--- src/rtl/dm_port_arbiter_pkg.sv ---
// Shared definitions for the data-memory port arbiter: FSM state encodings
// and the upper bound of the 12 KiB DM word range (also used by the DM decoder).
package dm_port_arbiter_pkg;

  typedef enum logic {
    ARB_IDLE  = 1'b0,
    ARB_BURST = 1'b1
  } arb_state_t;

  localparam logic [31:0] DM_UPPER = 32'h2FFF;

  function automatic logic dm_in_range(input logic [31:0] addr);
    return (addr <= DM_UPPER);
  endfunction

endpackage

--- src/rtl/dm_arb_fsm.sv ---
// Grant decision and burst tracking for the DM port arbiter.
// Optional starvation guard: define ARB_STARVE_GUARD_EN.
module dm_arb_fsm
  import dm_port_arbiter_pkg::*;
#(
  parameter int BURST_MAX    = 4,
  parameter int STARVE_LIMIT = 8
) (
  input  logic clk,
  input  logic reset,
  input  logic cpu_req,
  input  logic dma_req,
  input  logic dma_last,
  output logic cpu_gnt,
  output logic dma_gnt
);

  arb_state_t state;
  logic [2:0] beat_cnt;
  logic [2:0] beat_next;
  logic       starve_fire;

  assign beat_next = beat_cnt + 3'd1;

`ifdef ARB_STARVE_GUARD_EN
  logic [3:0] starve_cnt;

  assign starve_fire = (starve_cnt == 4'(STARVE_LIMIT));

  // Counts consecutive denied DMA cycles; any DMA grant restarts the count.
  always_ff @(posedge clk) begin
    if (reset) begin
      starve_cnt <= 4'd0;
    end else if (dma_gnt) begin
      starve_cnt <= 4'd0;
    end else if (dma_req && !starve_fire) begin
      starve_cnt <= starve_cnt + 4'd1;
    end
  end
`else
  localparam int unused_starve_limit = STARVE_LIMIT;
  assign starve_fire = 1'b0;
`endif

  // Nothing is granted while reset is held, so a dropped burst never writes.
  always_comb begin
    cpu_gnt = 1'b0;
    dma_gnt = 1'b0;
    if (!reset) begin
      if (state == ARB_BURST) begin
        dma_gnt = dma_req;
      end else if (dma_req && starve_fire) begin
        dma_gnt = 1'b1;
      end else if (cpu_req) begin
        cpu_gnt = 1'b1;
      end else begin
        dma_gnt = dma_req;
      end
    end
  end

  always_ff @(posedge clk) begin
    if (reset) begin
      state    <= ARB_IDLE;
      beat_cnt <= 3'd0;
    end else begin
      case (state)
        ARB_IDLE: begin
          if (dma_gnt) begin
            beat_cnt <= 3'd1;
            if (!dma_last && (BURST_MAX > 1)) state <= ARB_BURST;
          end
        end
        ARB_BURST: begin
          if (dma_req) begin
            beat_cnt <= beat_next;
            if (dma_last || (beat_next == 3'(BURST_MAX))) state <= ARB_IDLE;
          end else begin
            state <= ARB_IDLE;
          end
        end
        default: state <= ARB_IDLE;
      endcase
    end
  end

endmodule

--- src/rtl/dm_port_arbiter.sv ---
// Shares the single DM port between the CPU M-stage and a DMA/debug master.
// Optional starvation guard: define ARB_STARVE_GUARD_EN.
module dm_port_arbiter
  import dm_port_arbiter_pkg::*;
#(
  parameter int BURST_MAX    = 4,
  parameter int STARVE_LIMIT = 8
) (
  input  logic        clk,
  input  logic        reset,
  input  logic        cpu_req,
  input  logic        cpu_we,
  input  logic [3:0]  cpu_be,
  input  logic [31:0] cpu_addr,
  input  logic [31:0] cpu_wdata,
  input  logic        exc_int,
  output logic [31:0] cpu_rdata,
  output logic        cpu_stall,
  input  logic        dma_req,
  input  logic        dma_we,
  input  logic [3:0]  dma_be,
  input  logic [31:0] dma_addr,
  input  logic [31:0] dma_wdata,
  input  logic        dma_last,
  output logic        dma_gnt,
  output logic [31:0] dma_rdata,
  output logic        dma_rvalid,
  output logic        dma_err,
  output logic        mem_we,
  output logic [3:0]  mem_be,
  output logic [11:0] mem_addr,
  output logic [31:0] mem_wdata,
  input  logic [31:0] mem_rdata
);

  logic        cpu_gnt;
  logic        dma_in_range;
  logic [11:0] mem_addr_q;
  logic        unused_addr_bits;

  assign unused_addr_bits = ^{cpu_addr[31:14], cpu_addr[1:0]};

  dm_arb_fsm #(
    .BURST_MAX    (BURST_MAX),
    .STARVE_LIMIT (STARVE_LIMIT)
  ) u_fsm (
    .clk      (clk),
    .reset    (reset),
    .cpu_req  (cpu_req),
    .dma_req  (dma_req),
    .dma_last (dma_last),
    .cpu_gnt  (cpu_gnt),
    .dma_gnt  (dma_gnt)
  );

  assign dma_in_range = dm_in_range(dma_addr);
  assign cpu_rdata    = mem_rdata;
  assign cpu_stall    = cpu_req & ~cpu_gnt;

  // Port mux; an idle port keeps presenting the last granted word index.
  always_comb begin
    mem_we    = 1'b0;
    mem_be    = 4'd0;
    mem_wdata = 32'd0;
    mem_addr  = mem_addr_q;
    if (cpu_gnt) begin
      mem_we    = cpu_we & ~exc_int;
      mem_be    = cpu_be;
      mem_wdata = cpu_wdata;
      mem_addr  = cpu_addr[13:2];
    end else if (dma_gnt) begin
      mem_we    = dma_we & dma_in_range;
      mem_be    = dma_be;
      mem_wdata = dma_wdata;
      mem_addr  = dma_addr[13:2];
    end
  end

  always_ff @(posedge clk) begin
    if (reset) begin
      mem_addr_q <= 12'd0;
    end else if (cpu_gnt || dma_gnt) begin
      mem_addr_q <= mem_addr;
    end
  end

  // Out-of-range beats are consumed silently apart from the error pulse.
  always_ff @(posedge clk) begin
    if (reset) begin
      dma_rdata  <= 32'd0;
      dma_rvalid <= 1'b0;
      dma_err    <= 1'b0;
    end else begin
      dma_rvalid <= dma_gnt & ~dma_we & dma_in_range;
      dma_err    <= dma_gnt & ~dma_in_range;
      if (dma_gnt && !dma_we && dma_in_range) dma_rdata <= mem_rdata;
    end
  end

endmodule

--- config.mk ---
export PLATFORM = sky130hd
export DESIGN_NAME = dm_port_arbiter
export DESIGN_NICKNAME = d
export VERILOG_FILES = /design/src/rtl/dm_port_arbiter_pkg.sv /design/src/rtl/dm_arb_fsm.sv /design/src/rtl/dm_port_arbiter.sv
export SDC_FILE = /design/constraint.sdc
export NUM_CORES = 1
export LEC_CHECK = 0
export CORE_AREA = 5 5 112 114
export DETAILED_ROUTE_END_ITERATION = 8
export DIE_AREA = 0 0 117 119
export PLACE_DENSITY_LB_ADDON = 0.2
export SYNTH_ARGS = -nofsm -noshare
export SYNTH_HDL_FRONTEND = slang
export SYNTH_SLANG_ARGS = --single-unit
--- constraint.sdc ---
create_clock -name clk -period 1.8 [get_ports clk]
set_input_delay 0.27 -clock clk [delete_from_list [all_inputs] [get_ports clk]]
set_output_delay 0.27 -clock clk [all_outputs]
set_load 0.05 [all_outputs]
# == Word level (Yosys, flattened, before mapping) ==
# Cells that the tools add are included.
# totals
regBits,50
latchBits,0
ram_bits,0
mem_bits_ro,0
in_bits,176
output_inout_bits,117
word_cells,50
mem_count,0
# classes
addsub,1
n_mul,0
div,0
order_cmp,1
eq_ne,3
n_shift,0
n_mux,22
bitwise,11
n_reduce_logical,6
# ops
cell,count
two-way mux 32 bit,2
less-or-equal comparator 32 x 14 -> 1 bit (second input constant),1
two-way mux 12 bit,2
two-way mux 1 bit,12
two-way mux 4 bit,2
AND 1 bit,6
two-way mux 3 bit,2
case mux 3 bit (2 select lines),1
inverter 1 bit,5
inequality test 2 bit (second input constant),2
adder 3 x 1 -> 3 bit (second input constant),1
equality test 3 bit (second input constant),1
logical AND 1 bit,2
logical OR 1 bit,2
case mux 1 bit (2 select lines),1
AND reduction 2 bit,1
zero test 1 bit,1

# == Longest topological paths before layout ==
# Gate-level depths: netlist (run 1).
# depth
depth_word,6
ltp_mapped,7
depth_no_buf,5

# == Hierarchy ==
# Synthesis (run 1) repeated with hierarchy kept, for this count alone.
# hier_totals
cells_unflattened,341
hier_area_um2,3007.9
# modules_own_cells
module,n_inst,cells_per_inst,area_each_um2,seq_area_each_um2
dm_port_arbiter,1,317,2788.9,920.9
dm_arb_fsm,1,24,219.0,80.1

# == Least setup slack after synthesis (run 1) ==
# OpenSTA, ideal clock, no wires.
# synth_timing
kind,register -> output
from,register u_fsm.state
to,output port mem_addr[0]
arrival_ps,2253
required_ps,1530
setup_slack_ps,-723
path_stages_with_launch,7
path_buffers,2
path_cell_list,dfxtp_1 -> nand2b_1 -> buf_2 -> and2_1 -> buf_2 -> a22oi_1 -> o21ai_0
# synth_between
elab_chain_cells,4
elab_cells_between_ends,6
cone_classes,mux: 6
# synth_rtl
element,line_no,text
"start, declared",dm_arb_fsm.sv:18,arb_state_t state;
"start signal, assigned",dm_arb_fsm.sv:64,state <= ARB_IDLE;
"start signal, assigned",dm_arb_fsm.sv:71,if (!dma_last && (BURST_MAX > 1)) state <= ARB_BURST;
"start signal, assigned",dm_arb_fsm.sv:77,if (dma_last || (beat_next == 3'(BURST_MAX))) state <= ARB_IDLE;
two-way mux 1 bit,dm_arb_fsm.sv:50,if (state == ARB_BURST) begin
two-way mux 1 bit,dm_arb_fsm.sv:49,if (!reset) begin
two-way mux 12 bit,dm_port_arbiter.sv:71,end else if (dma_gnt) begin
two-way mux 12 bit *,dm_port_arbiter.sv:66,if (cpu_gnt) begin
"end, declared",dm_port_arbiter.sv:31,"output logic [11:0] mem_addr,"
# Mark *: on every way between the ends. The rest lies on a longest branch, timed or not.

# == Final worst setup path (run 1) ==
# layout_timing
from,register u_fsm.state
to,output port mem_wdata[0]
# layout_between
elab_chain_cells,4
elab_cells_between_ends,6
cone_classes,mux: 6
# layout_rtl
element,line_no,text
two-way mux 1 bit,dm_arb_fsm.sv:50,
two-way mux 1 bit,dm_arb_fsm.sv:49,
two-way mux 32 bit,dm_port_arbiter.sv:71,
two-way mux 32 bit *,dm_port_arbiter.sv:66,
"end, declared",dm_port_arbiter.sv:32,"output logic [31:0] mem_wdata,"
# Marks and branches as above.

==> impl_metrics.toml, run 1 <==
[die]
start_util_pct = 27.0
die_width_um = 117
fp.dieH_um = 119
die-area_um2 = 13900
io_pins = 293
rows = 39
coreArea_um2 = 11300

[final_layout]
nets = 767
antennaDiodeCount = 0
nFillCells = 920
drive_above_1_share_pct = 46.3
multi_input_area_um2 = 2010
regArea_um2 = 1000
synthToLayoutAreaGrowth_pct = 140
fin_util_pct = 64.6

[worst_hold_path]
hp-class = "in -> reg"
hp-start = "reset"

[clocking]
cts_max_level = 2
cts_buffers = 5
clk_pin_slew_ns = 0.07
clock_sinks = 50
cts_hold_buffers = 0
clockRootBuffer = "clkbuf_16"
cts_tree = "built"
clock_latency_ns = 0.29
clk_path_buf_depth = 2

[sta]
setup_ws_ns = -0.0000162
rsz0062_at_grt = "yes"
hold_viol_final = 0
skew_ns = 0.00534
post-route-period-util_pct = 100
slew_violations = 0
period_needed_ns = 1.80
slew_headroom_pct = 63.5
fmax_ghz = 0.556
setup_viol = 1
worstMarginPinSlew_ns = 0.547

[global_routing]
grt_max_degree = 43
grt_pass1_vias = 3648
grt_usage_pct = 18.1
gr-total-overflow = 0
antenna_found_initial = 1
grt_pass1_wl_um = 19900

[critical_path]
startpoint = "u_fsm.state"
critPathMaxFanout = 19
cp.required_ns = 1.53
r2r-start = "u_fsm.state"
path_class = "reg -> out"
arrival_ns = 1.53
worst_setup_path_end_kind = "primary output"
worstSetupStartpointType = "flop"

[power]
p_int_mw = 2.72
p_total_mw = 4.03
pwr-share-seq_pct = 28.5
swShare_pct = 32.4
p_per_area_nw_per_um2 = 550
p_leak_nw = 3.02
pwr-share-comb_pct = 44.0
irDropWorstVdd_mv = 0.474
p_sw_mw = 1.31
clkPwrFrac_pct = 27.5

[yosys]
ys_warn_count = 0
synth_nets = 500
synth_cell_types = 37
syn_area_um2 = 3050
synthCells = 322
synth-seq-cells = 50
avgSynthCellArea_um2 = 9.48
seq_area_frac_synth_pct = 32.8

[status]
status = "finished with violations"
violations = "negative setup slack"

[drt]
drt_iter0_drc = 191
wire_per_inst_um = 19.4
drt_pass1_iterations = 4
wl_um = 14200
via_per_inst = 4.76
vias = 3492
ant_nets = 0
drc_errors = 0

[placed_design]
place_ws_ns = -0.405
io_buffers = 270
hpwl_um = 10800
place_congestion = 0.792

[run]
cap_viol_max_count = 0
## state kept, by name (all words and copies together) (netlist names)
signal	flops
u_fsm.state	1
dma_rvalid	1
dma_err	1
mem_addr_q	12
u_fsm.beat_cnt	3
dma_rdata	32
## path summary, 6_finish.rpt
check / cells past startpoint / end / slack (ns)
min: 3 / u_fsm.beat_cnt[1] / 0.32
max reg2reg: 8 / dma_rdata[14] / 0.07
min reg2reg: 2 / dma_rdata[30] / 0.47
max: 5 / mem_wdata[0] / -0.00002
## critical path, stage by stage, from the launching register on
cell and delay (ns):
dfxtp_2 0.33, nand2b_4 0.19, nor2_4 0.19, buf_12 0.19, a22o_1 0.20, buf_12 0.15
## logic make-up after synthesis
kind of cell | Yosys count | synth area share (%)
AO/OA/AOI/OAI | 87 | 21.8
AND/OR/NAND/NOR | 83 | 16.5
buffers and inverters | 60 | 12.7
flip-flops | 50 | 32.8
multiplexers | 40 | 15.4
adder cells (fa/ha/maj) | 2 | 0.820
## cell usage in the layout (no fill, tap or decap), drive strengths merged
cell type / synthesis / routed
a22o: 36 / 36
a32o: 1 / 1
a211oi: 14 / 14
bufinv: 0 / 1
mux2i: 12 / 12
a22oi: 12 / 12
clkdlybuf4s50: 0 / 150
nand2: 16 / 16
a311oi: 1 / 1
o21ai: 12 / 12
mux2: 28 / 28
nand2b: 1 / 1
a21oi: 5 / 5
ha: 2 / 2
and2b: 1 / 1
nor2: 19 / 19
nor3: 1 / 1
o21bai: 1 / 1
nand4: 4 / 4
nor2b: 31 / 31
buf: 48 / 141
nand3: 2 / 2
o31ai: 4 / 4
inv: 3 / 5
clkdlybuf4s15: 0 / 8
and2: 2 / 3
dlygate4sd2: 0 / 7
and3: 2 / 2
clkbuf: 9 / 15
dfxtp: 50 / 50
a32oi: 1 / 1
nor4: 4 / 4
## cells in the mapped netlist
library cell  instances  area (um2)
o21ai_0              12        60.1
mux2i_1              12         120
nor2b_1              31         194
buf_6                 1        11.3
and2b_1               1        7.51
a32o_1                1        10.0
dfxtp_1              50        1000
and3_1                2        12.5
buf_12                1        20.0
o21bai_1              1        7.51
nand2b_1              1        6.26
o31ai_1               4        30.0
nand4_1               4        25.0
buf_1                 3        11.3
nand3_4               1        17.5
nor4_2                2        25.0
clkbuf_1              9        33.8
nand2_2               1        6.26
a21oi_1               5        25.0
a211oi_1             13        97.6
ha_1                  2        25.0
a211oi_2              1        12.5
a22oi_1              12        90.1
mux2_4                9         135
inv_1                 3        11.3
nand2_1              15        56.3
buf_2                 9        45.0
mux2_2               19         214
nor2_1               19        71.3
nor4_4                2        42.5
and2_1                2        12.5
buf_4                34         255
a22o_1               36         315
a311oi_1              1        8.76
a32oi_1               1        8.76
nor3_4                1        16.3
nand3_2               1        10.0
## layout make-up
cell class	count	area share (%)
inverter	3	0.188
timing repair buffer	316	53.8
tap	143	2.45
clock inverter	3	0.650
multi-input combinational	213	27.5
sequential	50	13.7
clock buffer	5	1.71
## stage by stage
stage	instances	TNS, ns	area (um2)	hold slack, ns
final	733	-0.0000162	7320	0.318
after global routing	733	-1.13	7320	0.334
after CTS	717	-0.00669	7030	0.308
after detailed placement	703	-23.80	6730	0.463
after global placement	703	-21.13	6730	0.462
after floorplan	322	-0.0946	3210	0.343
## power groups by stage
| stage | Sequential, mW | Clock [mW] | Combinational (mW) |
|---|---|---|---|
| after floorplan | 1.17 | 0 | 0.757 |
| after global placement | 1.17 | 0 | 1.69 |
| after global routing | 1.15 | 1.19 | 1.84 |
| after CTS | 1.14 | 1.14 | 1.72 |
| after detailed placement | 1.17 | 0 | 1.71 |
| final | 1.15 | 1.11 | 1.77 |
## metal layers
| metal | track usage, % | wire (um) | vias to the layer above |
|---|---|---|---|
| met3 | 6.09 | 1210 | 20 |
| met2 | 33.1 | 7590 | 145 |
| met4 | 4.30 | 267 | 2 |
| met5 | 0 | 13 | - |
| met1 | 19.8 | 5140 | 1638 |
| li1 | - | - | 1687 |
## timing repair
action / in CTS / in global routing
pin swaps: 12 / 14
cloned: 1 / 9
setup endpoints to repair: 79 / 68
buffers inserted: 6 / 7
gates resized for setup: 63 / 36
Note: power is estimated with default switching activity, not from simulation.
==> run 2: changes to the inputs <==
--- a/config.mk
+++ b/config.mk
@@ -5,10 +5,12 @@
 export SDC_FILE = /design/constraint.sdc
 export NUM_CORES = 1
 export LEC_CHECK = 0
-export CORE_AREA = 5 5 112 114
+export ABC_AREA = 1
+export CORE_AREA = 5 5 111 113
 export DETAILED_ROUTE_END_ITERATION = 8
-export DIE_AREA = 0 0 117 119
+export DIE_AREA = 0 0 116 118
 export PLACE_DENSITY_LB_ADDON = 0.2
 export SYNTH_ARGS = -nofsm -noshare
 export SYNTH_HDL_FRONTEND = slang
+export SYNTH_HIERARCHICAL = 1
 export SYNTH_SLANG_ARGS = --single-unit
==> impl_metrics.toml, run 2 <==
[yosys]
synth_largest_area_cell = "dfxtp_1"
synth_ff_type = "dfxtp_1"
syn_area_um2 = 2890
synthCells = 443
seq_area_frac_synth_pct = 34.6
synth_cell_types = 23
synth_nets = 621
synthArstFlopShare_pct = 0
yosys.area.top_type_share_pct = 34.6
synth-seq-cells = 50
synthMostInstantiatedCell = "nand2_1"
synth.area.top_cells = "dfxtp_1, nand2_1, a22o_1, nor2_1, buf_4"
avgSynthCellArea_um2 = 6.53
synth-edff-count = 0
ys_warn_count = 6
synth_common_cells = "nand2_1, nor2_1, inv_1"

[power]
p_total_mw = 3.98
irDropWorstVdd_mv = 0.347
p_leak_nw = 3.59
p_per_area_nw_per_um2 = 531

[placed_design]
hpwl_um = 11400
place_area_um2 = 6690
io_buffers = 270
dp.cells = 824
place_congestion = 0.878
place_ws_ns = -0.338

[drt]
vias = 3764
via_per_inst = 4.37
drt_pass1_iterations = 4
wl_um = 14300
drt_iter0_drc = 162
wire_per_inst_um = 16.6
drc_errors = 0
ant_nets = 0

[final_layout]
mostFrequentLayoutCell = "clkdlybuf4s50_1"
stdcell_area_um2 = 7500
drive_above_1_share_pct = 31.2
multi_input_area_um2 = 1800
regArea_um2 = 1000
reg_top3 = "dma_rdata x32, mem_addr_q x12, u_fsm/beat_cnt x3"
mostFrequentLayoutCells = "clkdlybuf4s50_1, nand2_1, buf_12"
fin_cells = 862
nets = 896
nFillCells = 844
regMostFlops = "dma_rdata"
synthToLayoutAreaGrowth_pct = 159
largest_register_ff_count = 32
antennaDiodeCount = 0

[die]
coreArea_um2 = 11200
die-area_um2 = 13700
fp.dieH_um = 118
start_util_pct = 25.8
die_width_um = 116
io_pins = 293
rows = 39

[critical_path]
arrival_ns = 1.72
r2r-start = "u_fsm/state"
reg2reg_slack_ns = 0.06
path_class = "reg -> out"
critPathMaxFanout = 8
startpoint = "u_fsm/state"
reg2reg_depth = 15
worst_setup_path_end_kind = "primary output"
r2r-end = "mem_addr_q[3]"
cp.required_ns = 1.53
worstSetupStartpointType = "flop"

[sta]
setup_ws_ns = -0.190
rsz0062_at_grt = "yes"
fmax_ghz = 0.502
post-route-period-util_pct = 111
fin_setup_tns_ns = -8.20
period_needed_ns = 1.99
slew_violations = 0
slew_headroom_pct = 46.4
setup_viol = 49
hold_viol_final = 0
worstMarginPinSlew_ns = 0.803
skew_ns = 0.00420

[status]
status = "finished with violations"
violations = "negative setup slack"

[clocking]
cts_hold_buffers = 0
cts_tree = "built"
clock_latency_ns = 0.28
cts_max_level = 2
clock_sinks = 50
clockRootBuffer = "clkbuf_16"
cts_buffers = 5
clk_pin_slew_ns = 0.07
clk_path_buf_depth = 2

[global_routing]
gr-total-overflow = 0
grt_max_degree = 66
antenna_found_initial = 0
grt_pass1_wl_um = 21000
grt_usage_pct = 19.8
grt_pass1_vias = 3855

[run]
cap_viol_max_count = 0

[worst_hold_path]
holdPathStages = 3
hp-start = "reset"
hp-class = "in -> reg"
min_to = "dma_rvalid"
## run 2: cell types whose count changed after synthesis, moves of 9 or more
| cell | previous run | this run |
|---|---|---|
| o21ai_0 | 12 | 0 |
| nor2b_1 | 31 | 0 |
| nand2_1 | 15 | 128 |
| a211oi_1 | 13 | 0 |
| mux2i_1 | 12 | 0 |
| nand3_1 | 0 | 20 |
| mux2_4 | 9 | 0 |
| mux2_2 | 19 | 0 |
| a22oi_1 | 12 | 0 |
| nor2_1 | 19 | 82 |
| inv_1 | 3 | 55 |
## run 2: timing repair
| item | 4_1_cts | 5_1_grt |
|---|---|---|
| gates resized for setup | 43 | 24 |
| gates cloned | 4 | 2 |
| pin swaps | 6 | 7 |
| buffers inserted | 19 | 6 |
| setup endpoints to repair | 49 | 51 |
## run 2: worst max-delay path: stages, from the launching register on
cell and delay [ns]:
dfxtp_2 0.33, inv_2 0.07, nand2_4 0.07, nand2_4 0.09, clkinvlp_4 0.09, inv_2 0.08, nor2_4 0.05, buf_6 0.14
buf_16 0.15, a22o_4 0.22, buf_12 0.14
## run 2: logic make-up (layout without fill, tap and decap cells)
logic type	after synthesis	in the layout	share of synthesized area (%)
AOI/OAI and AO/OA	40	40	11.8
buffers and inverters	113	389	20.0
and+or+nand+nor	238	238	32.8
adders and majority gates	2	2	0.865
DFF	50	50	34.6
## run 2: through the flow
stage / hold WS, ns / util (%)
5_1_grt: 0.513 / 66.8
2_1_floorplan: 0.342 / -
6_report: 0.502 / 66.8
3_5_place_dp: 0.500 / 59.6
3_3_place_gp: 0.495 / 59.6
4_1_cts: 0.498 / 65.3
## run 2: area by class of cell
type                            count  area share [%]
Clock buffer                        5            1.67
Clock inverter                      3           0.584
Inverter                           58            2.95
Multi-Input combinational cell    280            24.1
Sequential cell                    50            13.4
Tap cell                          143            2.39
Timing Repair Buffer              323            55.0
## run 2: power by group
part	total [mW]	leakage (nW)	internal [mW]	switching [mW]
Clock	1.07	0.0842	0.658	0.409
Combinational	1.78	3.10	0.963	0.816
Sequential	1.14	0.405	1.13	0.00853
## run 2: how the worst max path moves through the flow
stage,end,slack [ns],cells past startpoint
2_1_floorplan,cpu_stall,-0.06,6
3_3_place_gp,mem_addr[5],-0.33,10
3_5_place_dp,mem_addr[5],-0.34,10
4_1_cts,mem_wdata[19],-0.25,11
5_1_grt,mem_wdata[22],-0.27,10
6_report,mem_wdata[19],-0.19,10
## run 2: metal layers
metal | part of all wire, % | track usage (%)
met4 | 2.9 | 6.74
met2 | 55 | 38.4
met1 | 31 | 18.3
met5 | 0 | 0
met3 | 11 | 7.51
